<file path="config.mk">
export PLATFORM = sky130hd
export DESIGN_NAME = serial_101_frame_packer
export DESIGN_NICKNAME = d
export VERILOG_FILES = /design/src/rtl/serial_101_frame_packer.sv
export SDC_FILE = /design/constraint.sdc
export NUM_CORES = 1
export LEC_CHECK = 0
export BUFFER_PORTS_ARGS = -buffer_cell sky130_fd_sc_hd__buf_2
export CORE_MARGIN = 5
export CORE_UTILIZATION = 53
export DETAILED_ROUTE_END_ITERATION = 12
export PLACE_DENSITY = 0.72
export SLEW_MARGIN = 10
export SYNTH_ARGS = -nofsm -noshare
export SYNTH_HDL_FRONTEND = slang
export SYNTH_SLANG_ARGS = --single-unit
</file>
<file path="constraint.sdc">
create_clock -name clk -period 2.6 [get_ports clk]
set_clock_uncertainty 0.15 [all_clocks]
set_input_delay 0.65 -clock clk [delete_from_list [all_inputs] [get_ports clk]]
set_output_delay 0.65 -clock clk [all_outputs]
set_load 0.02 [all_outputs]
</file>
<file path="src/rtl/serial_101_frame_packer.sv">
// Bit-serial to 32-bit frame packer with an on-the-fly "101" match counter.
// Each packed word, its latched mode and its match count leave through a one-deep valid/ready slot.
module serial_101_frame_packer #(
  parameter int FRAME_W = 32
) (
  input  logic               clk,
  input  logic               rst_n,
  input  logic               bit_in,
  input  logic               bit_valid,
  output logic               bit_ready,
  input  logic               overlap,
  output logic [FRAME_W-1:0] frame_data,
  output logic               frame_overlap,
  output logic [3:0]         frame_count,
  output logic               frame_valid,
  input  logic               frame_ready
);

  typedef enum logic [1:0] {
    S_IDLE = 2'd0,
    S_1    = 2'd1,
    S_10   = 2'd2
  } state_t;

  localparam logic [5:0] LAST_BIT = 6'(FRAME_W - 1);
  localparam logic [5:0] FULL     = 6'(FRAME_W);

  state_t               state_r, state_nxt_s, step_state_s;
  logic [FRAME_W-1:0]   shreg_r, shreg_nxt_s, shift_s;
  logic [5:0]           bcnt_r, bcnt_nxt_s;
  logic                 mode_r, mode_nxt_s, eff_mode_s;
  logic [3:0]           cnt_r, cnt_nxt_s, cnt_inc_s;
  logic                 bit_ready_r, bit_ready_nxt_s;
  logic [FRAME_W-1:0]   slot_data_r, slot_data_nxt_s;
  logic                 slot_ovl_r, slot_ovl_nxt_s;
  logic [3:0]           slot_cnt_r, slot_cnt_nxt_s;
  logic                 slot_valid_r, slot_valid_nxt_s;
  logic                 accept_s, match_s, complete_s, held_s, slot_free_s, load_s;

  // Next-state logic for the match FSM, shift stage and output slot.
  always_comb begin
    accept_s     = bit_valid & bit_ready_r;
    // The first bit of a frame must see the incoming mode, not last frame's.
    eff_mode_s   = (bcnt_r == 6'd0) ? overlap : mode_r;
    step_state_s = S_IDLE;
    match_s      = 1'b0;
    case (state_r)
      S_IDLE: step_state_s = bit_in ? S_1 : S_IDLE;
      S_1:    step_state_s = bit_in ? S_1 : S_10;
      S_10: begin
        if (bit_in) begin
          match_s      = 1'b1;
          step_state_s = eff_mode_s ? S_1 : S_IDLE;
        end else begin
          step_state_s = S_IDLE;
        end
      end
      default: step_state_s = S_IDLE;
    endcase

    shift_s     = {shreg_r[FRAME_W-2:0], bit_in};
    cnt_inc_s   = cnt_r + {3'd0, match_s};
    complete_s  = accept_s && (bcnt_r == LAST_BIT);
    held_s      = (bcnt_r == FULL);
    slot_free_s = !slot_valid_r || frame_ready;
    load_s      = (complete_s || held_s) && slot_free_s;

    state_nxt_s      = state_r;
    shreg_nxt_s      = shreg_r;
    bcnt_nxt_s       = bcnt_r;
    mode_nxt_s       = mode_r;
    cnt_nxt_s        = cnt_r;
    slot_data_nxt_s  = slot_data_r;
    slot_ovl_nxt_s   = slot_ovl_r;
    slot_cnt_nxt_s   = slot_cnt_r;
    slot_valid_nxt_s = slot_valid_r;

    if (load_s) begin
      state_nxt_s = S_IDLE;
      shreg_nxt_s = '0;
      bcnt_nxt_s  = 6'd0;
      cnt_nxt_s   = 4'd0;
      mode_nxt_s  = mode_r;
    end else if (accept_s) begin
      state_nxt_s = step_state_s;
      shreg_nxt_s = shift_s;
      bcnt_nxt_s  = bcnt_r + 6'd1;
      cnt_nxt_s   = cnt_inc_s;
      mode_nxt_s  = eff_mode_s;
    end else begin
      state_nxt_s = state_r;
    end

    // A held frame already sits in the shift stage; a completing one is still in flight.
    if (load_s) begin
      slot_data_nxt_s  = held_s ? shreg_r : shift_s;
      slot_ovl_nxt_s   = held_s ? mode_r  : eff_mode_s;
      slot_cnt_nxt_s   = held_s ? cnt_r   : cnt_inc_s;
      slot_valid_nxt_s = 1'b1;
    end else if (slot_valid_r && frame_ready) begin
      slot_valid_nxt_s = 1'b0;
    end else begin
      slot_valid_nxt_s = slot_valid_r;
    end

    bit_ready_nxt_s = (bcnt_nxt_s != FULL);
  end

  // State register for the shift stage, FSM and output slot.
  always_ff @(posedge clk or negedge rst_n) begin
    if (!rst_n) begin
      state_r      <= S_IDLE;
      shreg_r      <= '0;
      bcnt_r       <= 6'd0;
      mode_r       <= 1'b0;
      cnt_r        <= 4'd0;
      bit_ready_r  <= 1'b1;
      slot_data_r  <= '0;
      slot_ovl_r   <= 1'b0;
      slot_cnt_r   <= 4'd0;
      slot_valid_r <= 1'b0;
    end else begin
      state_r      <= state_nxt_s;
      shreg_r      <= shreg_nxt_s;
      bcnt_r       <= bcnt_nxt_s;
      mode_r       <= mode_nxt_s;
      cnt_r        <= cnt_nxt_s;
      bit_ready_r  <= bit_ready_nxt_s;
      slot_data_r  <= slot_data_nxt_s;
      slot_ovl_r   <= slot_ovl_nxt_s;
      slot_cnt_r   <= slot_cnt_nxt_s;
      slot_valid_r <= slot_valid_nxt_s;
    end
  end

  assign bit_ready     = bit_ready_r;
  assign frame_data    = slot_data_r;
  assign frame_overlap = slot_ovl_r;
  assign frame_count   = slot_cnt_r;
  assign frame_valid   = slot_valid_r;

endmodule

</file>
Word-level counts from Yosys, hierarchy flattened
Index checks and enable logic that the tools add are counted.
{"block": "totals", "regBits": 84, "latchBits": 0, "mem_bits_rw": 0, "rom_bits": 0, "input_bits": 6, "out_inout_bits": 39, "wordCells": 51, "n_memories": 0}
{"block": "op_classes", "addsub": 2, "mul": 0, "div_mod_pow": 0, "n_lt_le_gt_ge": 0, "n_eq_ne": 5, "shift": 0, "n_mux": 21, "n_bitwise": 2, "n_reduce_logical": 11}
{"operator": "$mux W32", "n": 3}
{"operator": "$mux W4", "n": 3}
{"operator": "$mux W6", "n": 2}
{"operator": "$mux W1", "n": 9}
{"operator": "$add A6 B1 Y6 const B", "n": 1}
{"operator": "$eq A6 B5 Y1 const B", "n": 1}
{"operator": "$eq A6 B6 Y1 const B", "n": 1}
{"operator": "$logic_not A6 Y1", "n": 1}
{"operator": "$mux W2", "n": 3}
{"operator": "$ne A6 B6 Y1 const B", "n": 1}
{"operator": "$pmux W2 S3", "n": 1}
{"operator": "$add A4 B1 Y4", "n": 1}
{"operator": "$reduce_bool A2 Y1", "n": 2}
{"operator": "$logic_and A1 B1 Y1", "n": 3}
{"operator": "$eq A2 B1 Y1 const B", "n": 1}
{"operator": "$eq A2 B2 Y1 const B", "n": 1}
{"operator": "$logic_not A2 Y1", "n": 1}
{"operator": "$logic_or A1 B1 Y1", "n": 2}
{"operator": "$reduce_and A2 Y1", "n": 1}
{"operator": "$and A1 B1 Y1", "n": 1}
{"operator": "$logic_not A1 Y1", "n": 1}
{"operator": "$not A1 Y1", "n": 1}

Depth between registers and ports, before layout
Gate-level depths: netlist of the first run.
{"block": "depth", "depth_word": 7, "depth_mapped": 8, "mapped_depth_nobuf": 7}

Worst setup path before layout of the first run
OpenSTA, ideal clock, no wires.
{"block": "synth_path", "path_type": "flip-flop to flip-flop", "start": "reg bcnt_r[0]", "end": "reg slot_data_r[22], in the netlist frame_data[22]", "setup_time_ns": 0.125, "arrival_ns": 1.932, "required_ns": 2.325, "slack_ns": 0.393, "path_stages_with_launch": 8, "period_less_slack_ns": 2.207, "cell_sequence": "dfrtp_1 -> inv_1 -> ha_1 -> nor4b_4 -> nand2_4 -> a21boi_4 -> buf_2 -> mux2_2"}
{"block": "synth_between", "elab_chain_len": 4, "word_cells_on_any_way": 6, "cone_classes": "2 x eq/ne; 1 x mux; 3 x reduce/logical"}
{"item": "start: declaration", "line": "30", "rtl": "logic [5:0] bcnt_r, bcnt_nxt_s;"}
{"item": "start signal: assignment", "line": "125", "rtl": "bcnt_r <= bcnt_nxt_s;"}
{"item": "$eq A6 B5 Y1", "line": "63", "rtl": "complete_s = accept_s && (bcnt_r == LAST_BIT);"}
{"item": "$logic_and A1 B1 Y1", "line": "63"}
{"item": "$logic_or A1 B1 Y1", "line": "66", "rtl": "load_s = (complete_s || held_s) && slot_free_s;"}
{"item": "$logic_and A1 B1 Y1", "line": "66"}
{"item": "end signal: assignment", "line": "129", "rtl": "slot_data_r <= slot_data_nxt_s;"}
{"item": "end: declaration", "line": "34", "rtl": "logic [FRAME_W-1:0] slot_data_r, slot_data_nxt_s;"}
Parallel ways exist; a longest one is shown, timed or not.
A chain may end at the register's enable or synchronous reset.

Worst setup path after layout of the first run
{"block": "layout_path", "start": "reg bcnt_r[0]", "end": "reg slot_data_r[24], in the netlist frame_data[24]"}
The elaborated chain is that of the path after synthesis.

==> metrics.yaml, run 1 <==
status: "completed"
cts_buffers: 9
fp.dieW_um: 95.2
crit_type: "flop to flop"
timing.rr.end: "frame_data[24]"
setup-tns-final_ns: 0
area_delta_synth_final_pct: 13.7
drtIter0Drc: 154
wl_per_cell_um: 16.2
root_buffer: "clkbuf_8"
insertion_delay_ns: 0.35
viasPerCell: 5.67
peakVddDrop_uv: 400
synth_ff_type: "dfrtp_1"
diodes: 0
netlist_instances: 287
grt_max_degree: 56
maxCapViolations: 0
cts_tree: "yes"
yosys_warnings: 0
required_ns: 2.68
hold_viol: 0
ios: 45
fin_crit_ns: 2.44
cp.arrival_ns: 2.52
worst-path-max-fanout: 16
clock_sinks: 84
worst_setup_path_end_kind: "flop"
track_usage_pct: 16.8
reg2reg_setup_slack_ns: 0.16
clkTransAtPathRegs_ns: 0.09
grt_first_pass_wirelength_mm: 11.7
async_reset_ff_share_pct: 100
final_nets: 340
slew_viol_final: 0
ys_ff_latch: 84
die_h_um: 95.2
vias: 2459
antenna_found_initial: 0
slew_headroom_pct: 66.2
timing.fmax_ghz: 0.410
synth.distinct_cells: 36
setup_viol: 0
dieArea_um2: 9070
drive_gt1_share_pct: 43.6
gp_congestion: 0.837
synth_seq_area_share_pct: 54.6
postRouteAntennaNets: 0
coreArea_um2: 7180
grt_pass1_vias: 2379
wl_mm: 7.02
leakagePower_nw: 2.28
design_area_um2: 4380
syn_area_per_cell_um2: 13.4
synth-edff-count: 0
rr_startpoint: "bcnt_r[0]"
r2r_cells: 7
syn_area_um2: 3850
drt-pass1-iter-count: 5
holdBufCountCts: 0
postCtsSetupBuffers: 0
h-tree-depth: 3
powerDensity_nw_per_um2: 892
hp-class: "input pin to asynchronous set/reset pin"
clockBufferDepth: 2
tightest_slew_ns: 0.504
fin_hold_ws_ns: 0.0688
num_rows: 31
cp-start-kind: "flop"
fin_crit_sh_pct: 93.8
numPortBuffers: 44
place_hpwl_mm: 4.65
drc: 0
power.total_mw: 3.90
rsz0062_at_grt: "no"
placed_area_um2: 4190
overflow: 0
start_util_pct: 53.6
syn_nets: 297
post_cts_resized: 0
## how the worst max path moves through the flow
stage                         start  slack, ns  depth (start not counted)             end
after floorplan           bcnt_r[0]       0.39                          7  frame_data[22]
after global placement    bcnt_r[0]       0.27                          7  frame_data[16]
after detailed placement  bcnt_r[0]       0.17                          7  frame_data[21]
after CTS                 bcnt_r[0]       0.14                          7  frame_data[24]
after global routing      bcnt_r[0]       0.01                          7  frame_data[24]
final                     bcnt_r[0]       0.16                          7  frame_data[24]
## cells by family after synthesis
kind of cell | after synthesis | synth area share [%]
AOI/OAI and AO/OA | 51 | 11.2
xor gates and xnor gates | 7 | 1.59
adders and majority gates | 4 | 1.30
buffers and inverters | 25 | 3.54
DFF | 84 | 54.6
muxes | 73 | 21.4
and+or+nand+nor | 43 | 6.40
## critical path, stage by stage, from the launching register on
cell and delay [ns]:
dfrtp_1 0.46, inv_1 0.09, ha_1 0.14, nor4b_4 0.44, nand2_4 0.20, a21boi_4 0.22
buf_4 0.25, mux2_2 0.36
## cell usage after synthesis (2+ instances only)
library cell	number	share of area (%)
dfrtp_1	83	54
mux2_2	72	21
a22o_1	34	7.7
clkbuf_1	8	0.78
nand2_1	8	0.78
nand3_1	8	1.0
and3_1	7	1.1
buf_2	7	0.91
nor2_1	7	0.68
a21oi_1	5	0.65
ha_1	4	1.3
inv_1	4	0.39
xor2_1	4	0.91
a31oi_1	3	0.49
buf_4	3	0.59
buf_6	3	0.88
nand2b_1	3	0.49
xnor2_1	3	0.68
and2_1	2	0.33
nand4_1	2	0.33
or4_1	2	0.39
## state kept, by name (all words and copies together) (netlist names)
signal	flops
cnt_r	4
bit_ready	1
shreg_r	32
frame_overlap	1
mode_r	1
state_r	2
bcnt_r	6
frame_data	32
frame_count	4
frame_valid	1
## routing by layer
layer	up-vias	routed length [µm]	track usage, %
met2	58	3260	25.5
li1	1146	-	-
met1	1242	3250	23.0
met3	13	373	3.47
met4	0	140	8.05
met5	-	0	0
## stage by stage
stage / instances / setup WS [ns] / util (%)
floorplan: 287 / 0.393 / -
global placement: 418 / 0.273 / 58.4
detailed placement: 418 / 0.167 / 58.4
CTS: 434 / 0.137 / 61.0
global route: 434 / 0.00969 / 61.0
finish: 434 / 0.161 / 61.0
## area by class of cell
class / count / area [µm²]
sequential: 84 / 2100
inverter: 4 / 15.0
clock buffer: 9 / 124
multi-input combinational: 178 / 1620
fill: 573 / 2800
clock inverter: 7 / 57.6
tap: 99 / 124
timing repair buffer: 53 / 328
## cells in the final DEF (no fill, tap or decap), drive strengths merged, types with 2 or more instances in the layout
| cell | synthesis | layout |
|---|---|---|
| a21boi | 2 | 2 |
| a21oi | 5 | 5 |
| a22o | 34 | 34 |
| a31oi | 3 | 3 |
| and2 | 2 | 2 |
| and3 | 7 | 7 |
| buf | 13 | 53 |
| clkbuf | 8 | 9 |
| clkinv | 0 | 2 |
| clkinvlp | 0 | 2 |
| dfrtp | 83 | 83 |
| ha | 4 | 4 |
| inv | 4 | 7 |
| mux2 | 73 | 73 |
| nand2 | 9 | 9 |
| nand2b | 3 | 3 |
| nand3 | 8 | 8 |
| nand4 | 2 | 2 |
| nor2 | 7 | 7 |
| or4 | 2 | 2 |
| xnor2 | 3 | 3 |
| xor2 | 4 | 4 |
## where the power goes
group          total [mW]  switching [mW]  internal [mW]
Clock               0.856           0.496          0.360
Sequential           1.93           0.312           1.62
Combinational        1.12           0.544          0.573
(Power assumes the default switching activity.)
==> run 2, diff against run 1 <==
--- a/config.mk
+++ b/config.mk
@@ -5,11 +5,11 @@
 export SDC_FILE = /design/constraint.sdc
 export NUM_CORES = 1
 export LEC_CHECK = 0
-export BUFFER_PORTS_ARGS = -buffer_cell sky130_fd_sc_hd__buf_2
 export CORE_MARGIN = 5
 export CORE_UTILIZATION = 53
 export DETAILED_ROUTE_END_ITERATION = 12
-export PLACE_DENSITY = 0.72
+export DONT_BUFFER_PORTS = 1
+export PLACE_DENSITY = 0.66
 export SLEW_MARGIN = 10
 export SYNTH_ARGS = -nofsm -noshare
 export SYNTH_HDL_FRONTEND = slang
==> run 2 against run 1 <==
Against the previous run:
- critical path depth unchanged
- utilization decreased by 3.4 points
- fmax increased by 3.0%
- flip-flop and latch count unchanged
- critical path type unchanged
- sequential share of layout area increased by 2.8 points
- largest power group unchanged
- sequential power increased by 9%
- global-route usage decreased by 0.48 points
- non-clock buffer count decreased by 46
- die area unchanged
- the flow now finishes with violations (negative hold slack)
==> metrics.yaml, run 2 (synthesis results as in run 1) <==
slew_viol_final: 0  # unchanged
leakagePower_nw: 2.04  # -11%
worst-path-max-fanout: 25  # +9
critPathMaxStageDelay_ns: 0.45  # about the same
clkTransAtPathRegs_ns: 0.09  # about the same
pwr-share-clk_pct: 24.5  # +2.6 points
area_delta_synth_final_pct: 7.38
fp.dieW_um: 95.2  # unchanged
grt_pass1_vias: 2311  # -2.9%
diodes: 0  # unchanged
reg2reg_setup_slack_ns: 0.23  # +0.07 ns
gp_congestion: 0.804  # -4.0%
post_cts_resized: 0  # unchanged
power.total_mw: 3.85  # -1.4%
overflow: 0  # unchanged
setup-tns-final_ns: 0  # unchanged
slew_headroom_pct: 69.5  # +3.2 points
postCtsSetupBuffers: 0  # unchanged
dieArea_um2: 9070  # unchanged
antenna_found_initial: 0  # unchanged
coreArea_um2: 7180  # unchanged
status: "finished, violations left"
r2r_cells: 7  # unchanged
cp-start-kind: "flop"
cp_cell_sequence: "inv_1, ha_1, nor4b_4, nand3_1, and3_1, buf_12, a22o_1"
power.share.switching_pct: 33.0  # -1.6 points
drt-pass1-iter-count: 5  # unchanged
crit_type: "flop to flop"
p_int_mw: 2.58  # +1.1%
setup_viol: 0  # unchanged
mostFrequentLayoutCells: "dfrtp_1, mux2_2, a22o_1"
fin_hold_ws_ns: -0.165  # -0.234 ns
critPathBufInv: 2  # unchanged
timing.fmax_ghz: 0.422  # +3.0%
grt_max_degree: 85  # +52%
cts_buffers: 9  # unchanged
power_frac_seq_pct: 54.6  # +5.1 points
crit_slowest_cell: "dfrtp_1"
design_area_um2: 4130  # -5.5%
fin_crit_sh_pct: 91.1  # -2.7 points
viasPerCell: 5.81  # +2.6%
powerDensity_nw_per_um2: 932  # +4.4%
final_nets: 294  # -14%
final_cells: 388  # -11%
start_util_pct: 53.6  # unchanged
peakVddDrop_uv: 512  # +28%
place_hpwl_mm: 4.22  # -9.4%
hp-class: "input pin to asynchronous set/reset pin"
crit_family: "simple AND/OR/NAND/NOR gates"
h-tree-depth: 3  # unchanged
drive_gt1_share_pct: 34.3  # -9.3 points
cts_tree: "yes"
ios: 45  # unchanged
tightest_slew_ns: 0.447  # -0.0577 ns
rsz0062_at_grt: "no"
timing.rr.end: "shreg_r[21]"
violations: "negative hold slack"
die_h_um: 95.2  # unchanged
wl_per_cell_um: 17.1  # +5.7%
postRouteAntennaNets: 0  # unchanged
worst_setup_path_end_kind: "flop"
drc: 0  # unchanged
clockBufferDepth: 2  # unchanged
comb_power_share_pct: 20.9  # -7.7 points
vias: 2256  # -8.3%
hold_viol: 83  # +83
rr_startpoint: "bcnt_r[0]"
wl_mm: 6.63  # -5.5%
placed_area_um2: 3930  # -6.3%
num_rows: 31  # unchanged
dp_cells: 372  # -11%
required_ns: 2.69  # about the same
fin_crit_ns: 2.37  # -0.0710 ns
critPathLaunch: "bcnt_r[0]"
cp.arrival_ns: 2.45  # -0.07 ns
clock_sinks: 84  # unchanged
root_buffer: "clkbuf_8"
layout_commonest_cell: "dfrtp_1"
p_sw_mw: 1.27  # -6.0%
drtIter0Drc: 109  # -29%
numPortBuffers: 0  # -100%
insertion_delay_ns: 0.35  # about the same
grt_first_pass_wirelength_mm: 11.4  # -1.9%
track_usage_pct: 16.3  # -0.48 points
maxCapViolations: 0  # unchanged
## run 2: layer usage
metal	track usage (%)	vias up	routed length, µm
li1	-	1057	-
met2	25.0	36	3060
met5	0	-	0
met4	8.29	0	125
met3	4.50	9	335
met1	21.2	1154	3110
## run 2: cell type report
type | instances | area [µm²]
multi-input cells | 178 | 1620
repair buffers | 7 | 65.1
well taps | 99 | 124
fillers | 577 | 3040
inverters | 4 | 15.0
clock buffers | 11 | 141
flip-flops and latches | 84 | 2100
clock inverters | 5 | 60.1
## run 2: power groups by stage
stage | Combinational, mW | Clock, mW | Sequential (mW)
final | 0.805 | 0.943 | 2.10
after detailed placement | 0.812 | 0 | 2.13
after CTS | 0.816 | 0.976 | 2.11
after floorplan | 0.773 | 0 | 1.97
after global routing | 0.900 | 1.02 | 2.16
after global placement | 0.788 | 0 | 2.12
## run 2: stage by stage
step	setup slack, ns	utilization (%)
after floorplan	0.393	-
after global placement	0.305	54.8
after detailed placement	0.237	54.8
after CTS	0.230	57.6
after global routing	0.0974	57.6
final	0.232	57.6
## run 2: worst max path at each step
stage / end / slack [ns] / cells after the start
global placement: shreg_r[18] / 0.30 / 7
finish: shreg_r[21] / 0.23 / 7
global route: shreg_r[20] / 0.1 / 7
floorplan: frame_data[22] / 0.39 / 7
detailed placement: shreg_r[22] / 0.24 / 7
CTS: shreg_r[24] / 0.23 / 7
